`src/rtl/tone_divider_pkg.sv`:
```
// Shared constants and types for the tone divider bank.
// The duty-cycle feature is compiled in with TONE_DUTY_EN.
package tone_divider_pkg;

  localparam int CNT_W_DEFAULT = 32;
  localparam int BASE_CLK_HZ   = 50_000_000;
  localparam int MIN_DIV       = 2;

  typedef struct packed {
    logic [CNT_W_DEFAULT-1:0] divisor;
    logic [CNT_W_DEFAULT-1:0] duty;
  } ch_cfg_t;

  // Divisor that produces the requested tone frequency from the system clock.
  function automatic int unsigned tone_divisor(input int unsigned freq_hz);
    if (freq_hz == 0) return 0;
    return BASE_CLK_HZ / freq_hz;
  endfunction

endpackage

```
`src/rtl/tone_divider_channel.sv`:
```
// One divider channel: period counter, shadowed divisor, square wave and tick.
// With TONE_DUTY_EN a duty value is shadowed and applied together with the divisor.
module tone_divider_channel
  import tone_divider_pkg::*;
#(
  parameter int CNT_W = CNT_W_DEFAULT
) (
  input  logic             clk,
  input  logic             reset,
  input  logic             i_en,
  input  logic             i_wr,
  input  logic [CNT_W-1:0] i_divisor,
`ifdef TONE_DUTY_EN
  input  logic [CNT_W-1:0] i_duty,
`endif
  output logic             o_clk_out,
  output logic             o_tick,
  output logic             o_pending
);

  logic [CNT_W-1:0] r_count;
  logic [CNT_W-1:0] r_active_div;
  logic [CNT_W-1:0] r_shadow_div;
  logic             r_pending;
  logic             r_clk_out;
  logic             r_tick;
`ifdef TONE_DUTY_EN
  logic [CNT_W-1:0] r_active_duty;
  logic [CNT_W-1:0] r_shadow_duty;
`endif

  logic             w_live;
  logic             w_wrap;
  logic             w_apply;
  logic [CNT_W-1:0] w_high;

  // An idle channel takes a new setting at once; a running one only at its wrap.
  always_comb begin
    w_live  = i_en && (r_active_div >= CNT_W'(MIN_DIV));
    w_wrap  = w_live && (r_count == r_active_div - CNT_W'(1));
    w_apply = r_pending && (!w_live || w_wrap);
`ifdef TONE_DUTY_EN
    w_high  = (r_active_duty < r_active_div) ? r_active_duty : r_active_div;
`else
    w_high  = r_active_div >> 1;
`endif
  end

  always_ff @(posedge clk) begin
    if (reset) begin
      r_count       <= '0;
      r_active_div  <= '0;
      r_shadow_div  <= '0;
      r_pending     <= 1'b0;
      r_clk_out     <= 1'b0;
      r_tick        <= 1'b0;
`ifdef TONE_DUTY_EN
      r_active_duty <= '0;
      r_shadow_duty <= '0;
`endif
    end else begin
      if (i_wr) begin
        r_shadow_div  <= i_divisor;
`ifdef TONE_DUTY_EN
        r_shadow_duty <= i_duty;
`endif
      end
      if (w_apply) begin
        r_active_div  <= r_shadow_div;
`ifdef TONE_DUTY_EN
        r_active_duty <= r_shadow_duty;
`endif
      end
      // A write landing on the apply cycle keeps the new value pending.
      if (i_wr) begin
        r_pending <= 1'b1;
      end else if (w_apply) begin
        r_pending <= 1'b0;
      end
      if (!w_live || w_wrap) begin
        r_count <= '0;
      end else begin
        r_count <= r_count + CNT_W'(1);
      end
      r_clk_out <= w_live && (r_count < w_high);
      r_tick    <= w_wrap;
    end
  end

  assign o_clk_out = r_clk_out;
  assign o_tick    = r_tick;
  assign o_pending = r_pending;

endmodule

```
`src/rtl/tone_divider_bank.sv`:
```
// Bank of independent tone dividers, one per voice, sharing one config port.
// Define TONE_DUTY_EN to add the cfg_duty port and programmable duty cycle.
module tone_divider_bank
  import tone_divider_pkg::*;
#(
  parameter int N_CH  = 4,
  parameter int CNT_W = CNT_W_DEFAULT,
  parameter int CH_W  = (N_CH > 1) ? $clog2(N_CH) : 1
) (
  input  logic             clk,
  input  logic             reset,
  input  logic [N_CH-1:0]  ch_en,
  input  logic             cfg_valid,
  input  logic [CH_W-1:0]  cfg_ch,
  input  logic [CNT_W-1:0] cfg_divisor,
`ifdef TONE_DUTY_EN
  input  logic [CNT_W-1:0] cfg_duty,
`endif
  output logic [N_CH-1:0]  clk_out,
  output logic [N_CH-1:0]  period_tick,
  output logic [N_CH-1:0]  pending
);

  logic [N_CH-1:0] w_wr;

  // Channel select values with no matching channel simply hit no strobe.
  for (genvar i = 0; i < N_CH; i++) begin : g_ch
    assign w_wr[i] = cfg_valid && (cfg_ch == CH_W'(i));

    tone_divider_channel #(
      .CNT_W(CNT_W)
    ) u_ch (
      .clk       (clk),
      .reset     (reset),
      .i_en      (ch_en[i]),
      .i_wr      (w_wr[i]),
      .i_divisor (cfg_divisor),
`ifdef TONE_DUTY_EN
      .i_duty    (cfg_duty),
`endif
      .o_clk_out (clk_out[i]),
      .o_tick    (period_tick[i]),
      .o_pending (pending[i])
    );
  end

endmodule

```
`config.mk`:
```
export PLATFORM = sky130hd
export DESIGN_NAME = tone_divider_bank
export DESIGN_NICKNAME = d
export VERILOG_FILES = /design/src/rtl/tone_divider_pkg.sv /design/src/rtl/tone_divider_channel.sv /design/src/rtl/tone_divider_bank.sv
export SDC_FILE = /design/constraint.sdc
export NUM_CORES = 1
export LEC_CHECK = 0
export CAP_MARGIN = 10
export CORE_MARGIN = 2
export CORE_UTILIZATION = 65
export CTS_BUF_LIST = sky130_fd_sc_hd__clkbuf_16
export DETAILED_ROUTE_END_ITERATION = 10
export DONT_BUFFER_PORTS = 1
export PLACE_DENSITY = 0.88
export SLEW_MARGIN = 5
export SYNTH_ARGS = -nofsm -noshare
export SYNTH_HDL_FRONTEND = slang
export SYNTH_HIERARCHICAL = 1
export SYNTH_SLANG_ARGS = --single-unit
export TNS_END_PERCENT = 100
```
`constraint.sdc`:
```
create_clock -name clk -period 8.55 [get_ports clk]
set_input_delay 1.71 -clock clk [delete_from_list [all_inputs] [get_ports clk]]
set_output_delay 1.71 -clock clk [all_outputs]
set_load 0.03 [all_outputs]
```
==> reports/metrics.yaml <==
dr.pass1.iters: 5
startpoint_type: "flop"
crit_arrival_ps: 4880
cts_tree: "built"
grt_pass1_wl_um: 97900
drtIter0Drc: 1710
hold_viol_final: 0
cp.required_ps: 8960
dp_hpwl_um: 44000
root_buffer: "clkbuf_16"
setup_violations: 0
post-route-period-util_pct: 52.3
peakVddDrop_uv: 209
r2r_cells: 10
grt_pass1_vias: 19346
coreArea_mm2: 0.0374
area_growth_pct: 4.48
finalCriticalPeriod_ps: 4480
postCtsResizedCells: 0
yosys_warnings: 6
clock_sinks: 396
drive_above_1_share_pct: 4.29
stdcell_area_mm2: 0.0256
crit_cells: 10
synth_cells: 2864
ys_seq_area_share_pct: 32.4
dieArea_mm2: 0.0392
drc: 0
rsz0062_at_grt: "no"
dieHeight_um: 198
p_per_area_mw_per_mm2: 147
place.port_buffers: 0
crit_buf_inv: 1
clkTransAtPathRegs_ps: 60
slew_violations: 0
synthArstFlopShare_pct: 0
final_nets: 2921
synth_fp_nets: 3037
synth-seq-cells: 396
gp_congestion: 0.958
num_rows: 71
start_util_pct: 65.5
postCtsSetupBuffers: 0
num_io_pins: 53
setup-tns-final_ps: 0
grt_use_total_pct: 30.7
diodes: 0
postCtsHoldBufs: 0
ys_types: 59
grt.overflow.total: 0
syn_area_mm2: 0.0245
via_per_inst: 6.08
vias: 20003
ant_nets: 0
fin_skew_ps: 13.9
max_stage_delay_ps: 810
crit_path_cell_trace: "inv_1 -> ha_1 -> nor3b_1 -> nand4_1 -> o31a_1 -> nor4_1 -> nand4_1 -> or4_1 -> nand2_1 -> nor2_1"
crit_path_end_kind: "flop"
grt_max_degree: 393
wl_per_cell_um: 18.4
clock_latency_ps: 570
htree_levels: 2
crit_path_max_fanout: 31
maxCapViolCount: 0
fill_cells: 2924
clockBufferDepth: 3
worstMarginPinSlew_ps: 1110
cp_common_cell: "nand4_1"
rrSetupSlack_ps: 4070
worstSetupPathType: "flop to flop"
syn_avg_cell_area_um2: 8.55
relSlewSlack_pct: 26.2
cts_buffers: 41
hold_path.class: "flop to flop"
synth-main-ff-cell: "dfxtp_1"
die_w_um: 198
fmax_mhz: 223
crit_family: "simple AND/OR/NAND/NOR gates"
wl_um: 60500
antenna_found_initial: 1
run_status: "complete, no violations"
synth_edf_count: 0
leakagePower_uw: 0.00947
critical_path.slowest_cell: "nand2_1"
hold_depth: 2
placed_area_mm2: 0.0243
## Yosys cell counts, types with 28 or more instances
cell      instances  area, um2
nand4_1          76        475
nor2_1          388       1460
nor3_1           64        320
clkbuf_1        136        510
o21ai_0          48        240
dfxtp_1         396       7930
xor2_1          120       1050
mux2i_1         264       2640
a21oi_1          52        260
inv_1           168        631
nor4_1           32        200
nand2b_1        272       1700
a21o_1           36        270
xnor2_1         128       1120
nor2b_1          28        175
nand3_1          92        460
or4_1            52        390
ha_1            132       1650
nand2_1          80        300
## sequential cells by signal, summed over array words and instances, names as in the netlist
register / count
g_ch.u_ch/o_clk_out: 4
g_ch.u_ch/r_active_div: 128
g_ch.u_ch/o_pending: 4
g_ch.u_ch/r_shadow_div: 128
g_ch.u_ch/r_count: 128
g_ch.u_ch/o_tick: 4
## worst register-to-register path, delay by kind of cell (launching register included)
kind	cells	cell delay (ps)
simple gates	7	3040
compound gates	1	280
buf+inv	1	120
fa+ha+maj	1	430
flops	1	460
## per-layer routing
metal,up-vias,GRT usage [%],wire (um)
li1,9639,-,-
met1,9605,38.8,26000
met2,605,52.2,28800
met3,152,5.06,3610
met4,2,12.2,2090
met5,-,0,8
## placed cells by master (no fill, tap or decap), drive strengths merged, types with 64 or more instances in the layout
master / n
nor2: 388
xor2: 120
nand4: 80
nand3: 92
mux2i: 264
inv: 179
xnor2: 128
nor3: 64
nand2: 80
nand2b: 272
dfxtp: 396
ha: 132
## per-stage QoR
stage	setup slack [ps]	utilization (%)	std cells	hold WS (ps)	power [uW]
finish	4070	68.4	3288	469	3770
global route	3830	68.4	3288	490	3890
CTS	4110	68.4	3288	473	3800
detailed placement	4140	65.0	3216	464	2110
global placement	4250	65.0	3216	455	2100
floorplan	5160	-	2864	451	2100
## kinds of logic after synthesis
kind of cell | Yosys count | share of synthesized area, %
flops | 396 | 32.4
compound gates | 288 | 8.44
buf+inv | 332 | 6.05
simple gates | 1204 | 26.7
xor+xnor | 248 | 8.87
fa+ha+maj | 132 | 6.74
mux | 264 | 10.8
## layout make-up
| cell class | count | area (um2) | area share [%] |
|---|---|---|---|
| Clock inverter | 30 | 211 | 0.826 |
| Timing Repair Buffer | 5 | 37.5 | 0.147 |
| Clock buffer | 42 | 1050 | 4.11 |
| Multi-Input combinational cell | 2136 | 15100 | 59.0 |
| Inverter | 168 | 631 | 2.46 |
| Tap cell | 511 | 639 | 2.50 |
| Sequential cell | 396 | 7930 | 31.0 |
## path summary, 6_finish.rpt
check / start / endpoint
worst max-delay path: g_ch[3].u_ch/r_active_div[1] / g_ch[3].u_ch/r_count[9]
worst min-delay path: g_ch[2].u_ch/r_shadow_div[25] / g_ch[2].u_ch/r_active_div[25]
worst max register to register: g_ch[3].u_ch/r_active_div[1] / g_ch[3].u_ch/r_count[9]
worst min register to register: g_ch[2].u_ch/r_shadow_div[25] / g_ch[2].u_ch/r_active_div[25]
## where the power goes
group | total [uW] | leakage [uW] | switching (uW) | internal [uW]
Combinational | 182 | 0.00562 | 92.4 | 89.5
Clock | 1700 | 0.000648 | 742 | 953
Sequential | 1890 | 0.00320 | 21.4 | 1870
(Power assumes the default switching activity.)
